--- src/rtl/cozy_mmio_uart.sv ---
// 16-byte MMIO window on the cozy_cpu memory port exposing an 8N1 UART.
// TX and RX each have a byte FIFO; reads are side-effect free so fetches can pass through the window.

module cozy_mmio_uart_fifo #(
    parameter int DEPTH = 8
) (
    input  logic                     clk,
    input  logic                     reset_n,
    input  logic                     push,
    input  logic                     pop,
    input  logic                     flush,
    input  logic [7:0]               din,
    output logic [7:0]               head,
    output logic [$clog2(DEPTH):0]   count
);
    localparam int AW = $clog2(DEPTH);

    logic [7:0]    mem [DEPTH];
    logic [AW-1:0] wptr;
    logic [AW-1:0] rptr;
    logic          do_push;
    logic          do_pop;

    // Full/empty come from the occupancy before the edge, so a push to a full FIFO is dropped even if a pop happens too.
    assign do_push = push && (count != (AW+1)'(DEPTH));
    assign do_pop  = pop && (count != '0);
    assign head    = mem[rptr];

    always_ff @(posedge clk) begin
        if (do_push && !flush) mem[wptr] <= din;
    end

    always_ff @(posedge clk or negedge reset_n) begin
        if (!reset_n) begin
            wptr  <= '0;
            rptr  <= '0;
            count <= '0;
        end else if (flush) begin
            wptr  <= '0;
            rptr  <= '0;
            count <= '0;
        end else begin
            if (do_push) wptr <= wptr + 1'b1;
            if (do_pop)  rptr <= rptr + 1'b1;
            count <= count + (AW+1)'(do_push) - (AW+1)'(do_pop);
        end
    end
endmodule

module cozy_mmio_uart #(
    parameter logic [15:0] BASE_ADDR   = 16'hFF00,
    parameter int          FIFO_DEPTH  = 8,
    parameter logic [15:0] DEFAULT_DIV = 16'd433
) (
    input  logic        clk,
    input  logic        reset_n,
    input  logic [15:0] mem_addr,
    input  logic [1:0]  mem_bwe,
    input  logic [15:0] mem_dout,
    output logic [15:0] mem_din,
    output logic        uart_txd,
    input  logic        uart_rxd
);
    localparam int CW = $clog2(FIFO_DEPTH) + 1;

    typedef enum logic [1:0] {TX_IDLE, TX_START, TX_DATA, TX_STOP} tx_state_t;
    typedef enum logic [2:0] {RX_IDLE, RX_START, RX_DATA, RX_STOP, RX_BREAK} rx_state_t;

    tx_state_t   tx_state;
    rx_state_t   rx_state;
    logic        hit;
    logic [2:0]  off;
    logic        tx_push, ctrl_wr, status_w1c, tx_flush, rx_pop, rx_flush;
    logic [15:0] divisor, div_eff;
    logic [CW-1:0] tx_count, rx_count;
    logic [7:0]  tx_head, rx_head;
    logic        tx_nonempty, tx_full, rx_nonempty, rx_full;
    logic        rx_overrun, rx_frame_err, tx_overflow;
    logic        tx_pop, tx_bit_end;
    logic [15:0] tx_cnt, tx_div;
    logic [2:0]  tx_bit;
    logic [7:0]  tx_shift;
    logic        rx_s1, rx_s2, rx_prev;
    logic [15:0] rx_cnt, rx_div;
    logic [2:0]  rx_bit;
    logic [7:0]  rx_shift;
    logic        rx_stop_end, rx_push, rx_ferr_set;
    logic [15:0] rd_word;

    assign hit        = mem_addr[15:4] == BASE_ADDR[15:4];
    assign off        = mem_addr[3:1];
    assign tx_push    = hit && mem_bwe[0] && off == 3'd0;
    assign ctrl_wr    = hit && mem_bwe[0] && off == 3'd2;
    assign status_w1c = hit && mem_bwe[1] && off == 3'd1;
    assign tx_flush   = ctrl_wr && mem_dout[1];
    assign rx_pop     = ctrl_wr && mem_dout[0];
    assign rx_flush   = ctrl_wr && mem_dout[2];
    assign div_eff    = (divisor < 16'd2) ? 16'd2 : divisor;

    assign tx_nonempty = tx_count != '0;
    assign tx_full     = tx_count == CW'(FIFO_DEPTH);
    assign rx_nonempty = rx_count != '0;
    assign rx_full     = rx_count == CW'(FIFO_DEPTH);

    cozy_mmio_uart_fifo #(.DEPTH(FIFO_DEPTH)) u_tx_fifo (
        .clk(clk), .reset_n(reset_n), .push(tx_push), .pop(tx_pop), .flush(tx_flush),
        .din(mem_dout[7:0]), .head(tx_head), .count(tx_count)
    );

    cozy_mmio_uart_fifo #(.DEPTH(FIFO_DEPTH)) u_rx_fifo (
        .clk(clk), .reset_n(reset_n), .push(rx_push), .pop(rx_pop), .flush(rx_flush),
        .din(rx_shift), .head(rx_head), .count(rx_count)
    );

    // The head is popped in the same cycle a frame starts, including back-to-back from STOP.
    assign tx_bit_end = tx_cnt == tx_div;
    assign tx_pop     = tx_nonempty && (tx_state == TX_IDLE || (tx_state == TX_STOP && tx_bit_end));

    always_ff @(posedge clk or negedge reset_n) begin
        if (!reset_n) begin
            tx_state <= TX_IDLE;
            uart_txd <= 1'b1;
            tx_cnt   <= '0;
            tx_div   <= '0;
            tx_bit   <= '0;
            tx_shift <= '0;
        end else begin
            case (tx_state)
                TX_IDLE: begin
                    if (tx_pop) begin
                        tx_state <= TX_START;
                        uart_txd <= 1'b0;
                        tx_shift <= tx_head;
                        tx_div   <= div_eff;
                        tx_cnt   <= '0;
                    end
                end
                TX_START: begin
                    if (tx_bit_end) begin
                        tx_state <= TX_DATA;
                        uart_txd <= tx_shift[0];
                        tx_bit   <= '0;
                        tx_cnt   <= '0;
                    end else tx_cnt <= tx_cnt + 16'd1;
                end
                TX_DATA: begin
                    if (tx_bit_end) begin
                        tx_cnt <= '0;
                        if (tx_bit == 3'd7) begin
                            tx_state <= TX_STOP;
                            uart_txd <= 1'b1;
                        end else begin
                            tx_bit   <= tx_bit + 3'd1;
                            tx_shift <= tx_shift >> 1;
                            uart_txd <= tx_shift[1];
                        end
                    end else tx_cnt <= tx_cnt + 16'd1;
                end
                default: begin
                    if (tx_bit_end) begin
                        tx_cnt <= '0;
                        if (tx_pop) begin
                            tx_state <= TX_START;
                            uart_txd <= 1'b0;
                            tx_shift <= tx_head;
                            tx_div   <= div_eff;
                        end else tx_state <= TX_IDLE;
                    end else tx_cnt <= tx_cnt + 16'd1;
                end
            endcase
        end
    end

    assign rx_stop_end = rx_state == RX_STOP && rx_cnt == rx_div;
    assign rx_push     = rx_stop_end && rx_s2;
    assign rx_ferr_set = rx_stop_end && !rx_s2;

    always_ff @(posedge clk or negedge reset_n) begin
        if (!reset_n) begin
            rx_s1    <= 1'b1;
            rx_s2    <= 1'b1;
            rx_prev  <= 1'b1;
            rx_state <= RX_IDLE;
            rx_cnt   <= '0;
            rx_div   <= '0;
            rx_bit   <= '0;
            rx_shift <= '0;
        end else begin
            rx_s1   <= uart_rxd;
            rx_s2   <= rx_s1;
            rx_prev <= rx_s2;
            case (rx_state)
                RX_IDLE: begin
                    if (rx_prev && !rx_s2) begin
                        rx_state <= RX_START;
                        rx_div   <= div_eff;
                        rx_cnt   <= '0;
                    end
                end
                RX_START: begin
                    // Half-bit recheck rejects glitches and aligns later samples to bit centres.
                    if (rx_cnt == (rx_div >> 1)) begin
                        rx_cnt <= '0;
                        rx_bit <= '0;
                        rx_state <= rx_s2 ? RX_IDLE : RX_DATA;
                    end else rx_cnt <= rx_cnt + 16'd1;
                end
                RX_DATA: begin
                    if (rx_cnt == rx_div) begin
                        rx_cnt   <= '0;
                        rx_shift <= {rx_s2, rx_shift[7:1]};
                        if (rx_bit == 3'd7) rx_state <= RX_STOP;
                        else rx_bit <= rx_bit + 3'd1;
                    end else rx_cnt <= rx_cnt + 16'd1;
                end
                RX_STOP: begin
                    if (rx_stop_end) rx_state <= rx_s2 ? RX_IDLE : RX_BREAK;
                    else rx_cnt <= rx_cnt + 16'd1;
                end
                default: begin
                    if (rx_s2) rx_state <= RX_IDLE;
                end
            endcase
        end
    end

    // Sticky flags: a set in the same cycle as a W1C clear wins.
    always_ff @(posedge clk or negedge reset_n) begin
        if (!reset_n) begin
            rx_overrun   <= 1'b0;
            rx_frame_err <= 1'b0;
            tx_overflow  <= 1'b0;
            divisor      <= DEFAULT_DIV;
        end else begin
            rx_overrun   <= (rx_push && rx_full) || (rx_overrun && !(status_w1c && mem_dout[8]));
            rx_frame_err <= rx_ferr_set || (rx_frame_err && !(status_w1c && mem_dout[9]));
            tx_overflow  <= (tx_push && tx_full) || (tx_overflow && !(status_w1c && mem_dout[10]));
            if (hit && off == 3'd3 && mem_bwe[0]) divisor[7:0]  <= mem_dout[7:0];
            if (hit && off == 3'd3 && mem_bwe[1]) divisor[15:8] <= mem_dout[15:8];
        end
    end

    always_comb begin
        rd_word = 16'h0000;
        case (off)
            3'd0: rd_word = {rx_nonempty, 7'b0, rx_nonempty ? rx_head : 8'h00};
            3'd1: rd_word = {5'b0, tx_overflow, rx_frame_err, rx_overrun, 3'b0,
                             tx_state != TX_IDLE, tx_full, !tx_nonempty, rx_full, rx_nonempty};
            3'd3: rd_word = divisor;
            default: rd_word = 16'h0000;
        endcase
    end

    always_ff @(posedge clk or negedge reset_n) begin
        if (!reset_n) mem_din <= 16'h0000;
        else if (!hit) mem_din <= 16'h0000;
        else if (mem_addr[0]) mem_din <= {8'h00, rd_word[15:8]};
        else mem_din <= rd_word;
    end
endmodule
--- config.mk ---
export PLATFORM = sky130hd
export DESIGN_NAME = cozy_mmio_uart
export DESIGN_NICKNAME = d
export VERILOG_FILES = /design/src/rtl/cozy_mmio_uart.sv
export SDC_FILE = /design/constraint.sdc
export NUM_CORES = 1
export LEC_CHECK = 0
export BUFFER_PORTS_ARGS = -buffer_cell sky130_fd_sc_hd__clkbuf_2
export CAP_MARGIN = 40
export CORE_AREA = 2 2 232 234
export DETAILED_ROUTE_END_ITERATION = 10
export DIE_AREA = 0 0 234 236
export PLACE_DENSITY = 0.38
export SYNTH_ARGS = -nofsm -noshare
export SYNTH_HDL_FRONTEND = slang
export SYNTH_HIERARCHICAL = 1
export SYNTH_SLANG_ARGS = --single-unit
--- constraint.sdc ---
create_clock -name clk -period 4.3 [get_ports clk]
set_clock_uncertainty 0.2 [all_clocks]
set_input_delay 0.43 -clock clk [delete_from_list [all_inputs] [get_ports clk]]
set_output_delay 0.43 -clock clk [all_outputs]
set_load 0.03 [all_outputs]
==> flow_summary_export.csv, run 1 <==
group,metric,value,unit
place,gp_congestion,0.7670,
power,power_density,537.9,nW/µm²
clocking,cts_tree,"yes",
cells_and_area,n_antenna_cell,0,
routing,drc,0,
floorplan,start_util,0.2465,
routing,drt-pass1-iter-count,5,
worst_setup_path,crit_start,"rx_cnt[4]",
routing,ant_nets,0,
job,drv_cap,0,
power,p_int,5.799,mW
sta,setup_viol,0,
sta,slew_headroom,0.4382,
global_routing,grt_pass1_vias,8324,
floorplan,die-area,55220,µm²
sta,tightestPinTransition,0.8396,ns
place,dp_hpwl,23.44,mm
clocking,clockRootBuffer,"clkbuf_16",
routing,wl_per_cell,18.28,µm
clocking,cts_made_buffers,37,
place,place_area,14300,µm²
worst_setup_path,timing.rr.start,"rx_cnt[4]",
sta,period_needed,3.367,ns
worst_setup_path,end_kind,"flop",
clocking,htreeDepth,2,
sta,hold_viol_final,0,
power,ir_drop,0.2084,mV
cells_and_area,drive_gt1_frac,0.2159,
power,power_frac_comb,0.237,
global_routing,grt_overflow,0,
cells_and_area,num-nets-final,1155,
worst_setup_path,crit_arrival,3.57,ns
routing,drt_iter0_drc,383,
floorplan,die_x,234,µm
global_routing,grt_max_degree,73,
power,power.share.clock,0.356,
clocking,clock-sinks,278,
worst_setup_path,r2r_cells,14,
yosys,ys_seq_elements,278,
yosys,synth_nets,1064,
global_routing,antenna_found_initial,2,
power,p_leak,6.056,nW
yosys,synth_cell_types,63,
worst_setup_path,cp-start-kind,"flop",
sta,fin_tns_setup,0,ns
place,port_buffers,53,
cells_and_area,multi_input_area,5125,µm²
yosys,synth_area,13080,µm²
status,status,"complete, no violations",
worst_setup_path,required,4.50,ns
clocking,insertion_delay,0.54,ns
cells_and_area,fillCellCount,5334,
routing,vias,8164,
clocking,clockBufferDepth,3,
yosys,yosys-top-cells-count,"141 x dfrtp_1, 128 x edfxtp_1, 79 x nand2_1",
worst_hold_path,hold_depth,2,
floorplan,rows,85,
floorplan,core,53070,µm²
global_routing,grtUsageTotal,0.1241,
sta,rsz0062_at_grt,"no",
floorplan,die_y,236,µm
sta,slew_violations,0,
yosys,synth_top_area_cell,"edfxtp_1",
yosys,synth_top_cell_area_share,0.2938,
cells_and_area,area_growth,19.18,%
yosys,ys_seq_area_frac,0.5816,
worst_hold_path,hold_class,"in -> reg",
routing,wirelength,33.12,mm
yosys,synth_area_leaders,"edfxtp_1 29%, dfrtp_1 27%, mux4_1 6.4%",
yosys,synth_ff_type,"dfrtp_1",
floorplan,ios,54,
sta,finalCritPeriodShare,0.7829,
power,power_frac_seq,0.407,
yosys,syn_area_per_cell,13.11,µm²
power,sw_frac_of_total,0.3086,
yosys,async_flop_share,0.5396,
yosys,postSynthCellCount,998,
global_routing,grt_pass1_wl,51.75,mm
clocking,cts_setup_buffers,0,
worst_hold_path,hp-start,"mem_addr[3]",
power,switching_power,2.589,mW
cells_and_area,ff_latch_area,7609,µm²
yosys,yosys_warnings,6,
worst_setup_path,worstSetupPathType,"reg -> reg",
clocking,path_clk_slew,0.05,ns
yosys,synth_edf_count,128,
sta,fmax,0.2970,GHz
cells_and_area,stdcell_area,15590,µm²
routing,via_per_inst,4.506,
yosys,yosysMostFrequentCell,"dfrtp_1",
worst_setup_path,critPathMaxFanout,10,
==> state kept, by name, indices dropped and copies added, names as in the netlist, 2 cells and up <==
signal and cells:
tx_shift 8, u_tx_fifo/count 4, rx_div 16, u_rx_fifo/rptr 3, tx_div 16, u_tx_fifo/wptr 3
rx_state 3, u_tx_fifo/rptr 3, u_rx_fifo/mem 64, tx_cnt 16, u_rx_fifo/count 4, tx_bit 3
rx_bit 3, divisor 16, mem_din 16, u_rx_fifo/wptr 3, u_tx_fifo/mem 64, tx_state 2
rx_shift 8, rx_cnt 16
==> path summary, 6_finish.rpt <==
path / to / slack, ns
min in group asynchronous: rx_shift[2] / 0.06
min: mem_din[15] / 0.01
max: u_rx_fifo/count[2] / 0.93
min reg2reg: rx_s2 / 0.18
max reg2reg: u_rx_fifo/count[2] / 0.93
max in group asynchronous: uart_txd / 2.76
==> worst max-delay path, cell delays in order, from the launching register on <==
cell and delay (ns):
dfrtp_1 0.49, xnor2_1 0.21, nand4_1 0.14, nor4_2 0.33
nand2_1 0.08, buf_4 0.19, nor3_1 0.17, buf_4 0.19
nand2_1 0.06, ha_1 0.26, inv_1 0.04, ha_1 0.22
fa_1 0.41, xnor2_1 0.17, nor2_1 0.06
==> final cells by class <==
type / instances / area share
Tap cell: 696 / 0.05585
Timing Repair Buffer: 100 / 0.04438
Clock buffer: 49 / 0.06685
Inverter: 27 / 0.006500
Multi-Input combinational cell: 645 / 0.3287
Sequential cell: 278 / 0.4880
Clock inverter: 17 / 0.009710
==> power by group through the flow <==
stage | registers [mW] | clock network, mW | logic [mW]
final | 3.41 | 2.98 | 1.99
after global routing | 3.47 | 3.19 | 2.27
after CTS | 3.42 | 3.10 | 2.02
after detailed placement | 3.47 | 0 | 2.01
after global placement | 3.48 | 0 | 1.94
after floorplan | 3.30 | 0 | 1.59
==> metal layers <==
| layer | wire length, µm | share of wire | vias up | GRT usage |
|---|---|---|---|---|
| li1 | - | - | 3930 | - |
| met1 | 16220 | 0.49 | 4041 | 0.1778 |
| met2 | 14860 | 0.45 | 138 | 0.1883 |
| met3 | 1337 | 0.040 | 51 | 0.02382 |
| met4 | 684 | 0.021 | 4 | 0.03797 |
| met5 | 20 | 0.00060 | - | 0 |
==> placed cells by master, fill, tap and decap left out, drive strengths merged, types with 4 or more instances in the layout <==
master,count
nand2,79
a211oi,5
nor2b,10
mux2,67
edfxtp,128
dlygate4sd3,10
clkbuf,101
or3,9
a31oi,19
or4,4
nor3,19
mux2i,15
nand3,14
a22oi,5
o21ai,57
nor3b,6
a21oi,39
ha,27
xor2,4
and2,7
clkinv,11
o31ai,5
nand4,23
inv,28
and3,8
nor2,63
dfrtp,141
nand2b,11
nor4,19
mux4,32
dfstp,9
buf,38
a22o,6
xnor2,55
==> cells by family (layout without fill, tap and decap cells) <==
family | count (synthesis) | in the layout | synth area share
AO/OA/AOI/OAI | 160 | 160 | 0.07479
XOR/XNOR | 59 | 59 | 0.04122
adder cells (fa/ha/maj) | 29 | 29 | 0.02888
buffers and inverters | 75 | 193 | 0.02726
flip-flops | 278 | 278 | 0.5816
multiplexers | 114 | 114 | 0.1357
AND/OR/NAND/NOR | 283 | 283 | 0.1106
==> timing repair <==
item,in CTS,in global routing
hold buffers,10,0
resized for setup,0,0
hold endpoints to repair,110,0
==> per-stage QoR <==
step | power (mW) | utilization | worst slack [ns] | hold slack, ns | std cells
2_1_floorplan | 4.886 | - | 0.4093 | -0.06559 | 998
3_3_place_gp | 5.418 | 0.2678 | 0.4913 | 0.1703 | 1730
3_5_place_dp | 5.472 | 0.2694 | 0.4510 | 0.05862 | 1736
4_1_cts | 8.544 | 0.2938 | 0.8790 | 0.002753 | 1812
5_1_grt | 8.927 | 0.2938 | 0.5606 | 0.01928 | 1812
6_report | 8.387 | 0.2938 | 0.9335 | 0.01399 | 1812
No activity file was read; power rests on OpenSTA's default activity.
==> run 2: changes to the inputs <==
--- a/config.mk
+++ b/config.mk
@@ -5,11 +5,12 @@
 export SDC_FILE = /design/constraint.sdc
 export NUM_CORES = 1
 export LEC_CHECK = 0
+export ABC_AREA = 1
 export BUFFER_PORTS_ARGS = -buffer_cell sky130_fd_sc_hd__clkbuf_2
 export CAP_MARGIN = 40
-export CORE_AREA = 2 2 232 234
+export CORE_AREA = 2 2 244 246
 export DETAILED_ROUTE_END_ITERATION = 10
-export DIE_AREA = 0 0 234 236
+export DIE_AREA = 0 0 246 248
 export PLACE_DENSITY = 0.38
 export SYNTH_ARGS = -nofsm -noshare
 export SYNTH_HDL_FRONTEND = slang
==> constraint.sdc (replaced) <==
create_clock -name clk -period 3.3 [get_ports clk]
set_clock_uncertainty 0.2 [all_clocks]
set_input_delay 0.33 -clock clk [delete_from_list [all_inputs] [get_ports clk]]
set_output_delay 0.33 -clock clk [all_outputs]
set_load 0.03 [all_outputs]
==> flow_summary_export.csv, run 2 <==
group,metric,value,unit
routing,drt-pass1-iter-count,5,
cells_and_area,layout_common_cells,"569 x nand2_1, 290 x inv_1, 151 x nand3_1, 140 x dfrtp_1, 128 x edfxtp_1",
clocking,cts_setup_buffers,0,
clocking,clockBufferDepth,3,
worst_setup_path,cp-start-kind,"flop",
yosys,ys_seq_elements,278,
global_routing,antenna_found_initial,1,
yosys,synth_area_leaders,"edfxtp_1 27%, dfrtp_1 24%, nand2_1 15%",
global_routing,grt_max_degree,68,
yosys,synth_cell_types,46,
worst_setup_path,critPathMaxFanout,6,
routing,drc,0,
routing,wl_per_cell,15.27,µm
cells_and_area,num-nets-final,1911,
sta,fin_ws,0.2376,ns
worst_hold_path,hold_class,"in -> reg",
floorplan,die_y,248,µm
worst_setup_path,timing.rr.start,"rx_cnt[1]",
place,dp_hpwl,28.16,mm
job,drv_cap,0,
clocking,insertion_delay,0.56,ns
yosys,async_flop_share,0.5396,
global_routing,grt_pass1_vias,11300,
yosys,synth_area,14490,µm²
yosys,syn_area_per_cell,8.301,µm²
routing,vias,11180,
power,power_frac_comb,0.274,
sta,fin_tns_setup,0,ns
sta,hold_viol_final,0,
global_routing,grtUsageTotal,0.1375,
worst_setup_path,reg2reg_setup_slack,0.24,ns
sta,slew_violations,0,
floorplan,core,58460,µm²
cells_and_area,n_antenna_cell,0,
yosys,synth_top_cell_area_share,0.2654,
clocking,path_clk_slew,0.06,ns
sta,tightestPinTransition,0.8265,ns
routing,wirelength,40.39,mm
power,power_frac_seq,0.383,
power,power.share.clock,0.343,
yosys,synth_top_area_cell,"edfxtp_1",
global_routing,grt_overflow,0,
power,p_leak,8.257,nW
clocking,htreeDepth,2,
clocking,cts_tree,"yes",
routing,ant_nets,0,
yosys,yosys_warnings,6,
floorplan,die_x,246,µm
sta,setup_viol,0,
floorplan,ios,54,
routing,drt_iter0_drc,564,
worst_setup_path,required,3.54,ns
worst_hold_path,hp-start,"mem_bwe[1]",
clocking,clock-sinks,278,
routing,via_per_inst,4.225,
power,ir_drop,0.3093,mV
place,port_buffers,53,
worst_setup_path,crit_arrival,3.30,ns
yosys,postSynthCellCount,1745,
power,p_int,7.192,mW
cells_and_area,final_common_cell,"nand2_1",
sta,fmax,0.3265,GHz
power,power_density,658.7,nW/µm²
power,sw_frac_of_total,0.3597,
floorplan,start_util,0.2478,
yosys,yosys-top-cells-count,"569 x nand2_1, 290 x inv_1, 151 x nand3_1",
place,post-place-ws,0.1497,ns
sta,slew_headroom,0.4470,
worst_setup_path,end_kind,"flop",
clocking,clockRootBuffer,"clkbuf_16",
status,status,"complete, no violations",
yosys,synth_ff_type,"dfrtp_1",
yosys,synth_nets,1811,
clocking,cts_made_buffers,37,
yosys,ys_seq_area_frac,0.5253,
global_routing,grt_pass1_wl,64.92,mm
cells_and_area,area_growth,17.72,%
cells_and_area,largestRegisters,"u_rx_fifo/mem: 64 flops, u_tx_fifo/mem: 64 flops",
worst_setup_path,crit_start,"rx_cnt[1]",
sta,period_needed,3.062,ns
worst_setup_path,worstSetupPathType,"reg -> reg",
yosys,yosysMostFrequentCell,"nand2_1",
floorplan,die-area,61010,µm²
cells_and_area,drive_gt1_frac,0.1181,
sta,rsz0062_at_grt,"no",
yosys,synth_edf_count,128,
place,gp_congestion,0.7731,
sta,finalCritPeriodShare,0.9280,
power,switching_power,4.040,mW
floorplan,rows,89,
[run 2: cell types whose count changed after synthesis, sizes merged, moves of 30 or more]
cell	before	now
xnor2	55	5
xor2	4	34
mux2	67	0
nor2	63	113
nand3	14	153
buf	9	42
nand2	79	594
inv	27	299
mux4	32	0
[run 2: cells by family after synthesis]
| kind of cell | Yosys count | share of synthesized area |
|---|---|---|
| AND/OR/NAND/NOR | 927 | 0.2712 |
| adder cells (fa/ha/maj) | 29 | 0.02609 |
| XOR/XNOR | 39 | 0.02358 |
| buffers and inverters | 356 | 0.1066 |
| flip-flops | 278 | 0.5253 |
| AO/OA/AOI/OAI | 116 | 0.04725 |
[run 2: what timing repair did]
action                                 4_1_cts  5_1_grt
resized for setup                            0        6
endpoints found under the hold margin      139        0
hold buffers                                19        0
setup endpoints to repair                    0       12
[run 2: per-stage QoR]
stage	std cells	area, µm²	power [mW]	utilization	hold slack (ns)
final	2645	17050	11.23	0.2917	0.06334
after global routing	2645	17050	12.04	0.2917	0.07910
after CTS	2645	17030	11.44	0.2912	0.02826
after detailed placement	2560	15680	7.462	0.2683	0.1478
after global placement	2559	15680	7.445	0.2681	0.1460
after floorplan	1745	14490	6.599	-	-0.1656
[run 2: area by class of cell]
type                    count  area [µm²]
fillers                  6239       41410
flip-flops and latches    278        7610
multi-input cells        1111        5356
inverters                 300        1141
clock buffers              49        1021
well taps                 773       967.2
repair buffers            117       824.5
clock inverters            17       131.4
[run 2: critical path: stages (launching register included)]
cell and delay [ns]:
dfrtp_1 0.45, xor2_1 0.17, nor2_1 0.15, nand2_1 0.07
nor2_1 0.11, nand2_2 0.08, nor2_2 0.12, nand2_1 0.14
inv_1 0.12, nand2_1 0.12, ha_1 0.31, inv_1 0.04
ha_1 0.23, fa_1 0.42, xnor2_1 0.17, nor2_1 0.05
[run 2: layer usage]
layer,vias up,share of wire,global-route usage
met5,-,0.00027,0
met4,2,0.023,0.04545
met3,62,0.034,0.02130
met2,157,0.46,0.2272
met1,5246,0.48,0.1836
li1,5708,-,-
[run 2: path summary, 6_finish.rpt]
| kind | cells past startpoint | to |
|---|---|---|
| max | 15 | u_rx_fifo/count[2] |
| min | 4 | rx_frame_err |
| max reg2reg | 15 | u_rx_fifo/count[2] |
| min reg2reg | 0 | rx_s2 |
| max in group asynchronous | 3 | u_tx_fifo/count[3] |
| min in group asynchronous | 2 | mem_din[0] |
[run 2: power by group through the flow]
| stage | Clock (mW) | Sequential, mW | Combinational [mW] |
|---|---|---|---|
| global placement | 0 | 4.38 | 3.06 |
| floorplan | 0 | 4.23 | 2.37 |
| detailed placement | 0 | 4.38 | 3.08 |
| finish | 3.85 | 4.30 | 3.08 |
| global route | 4.12 | 4.36 | 3.57 |
| CTS | 4.01 | 4.31 | 3.11 |
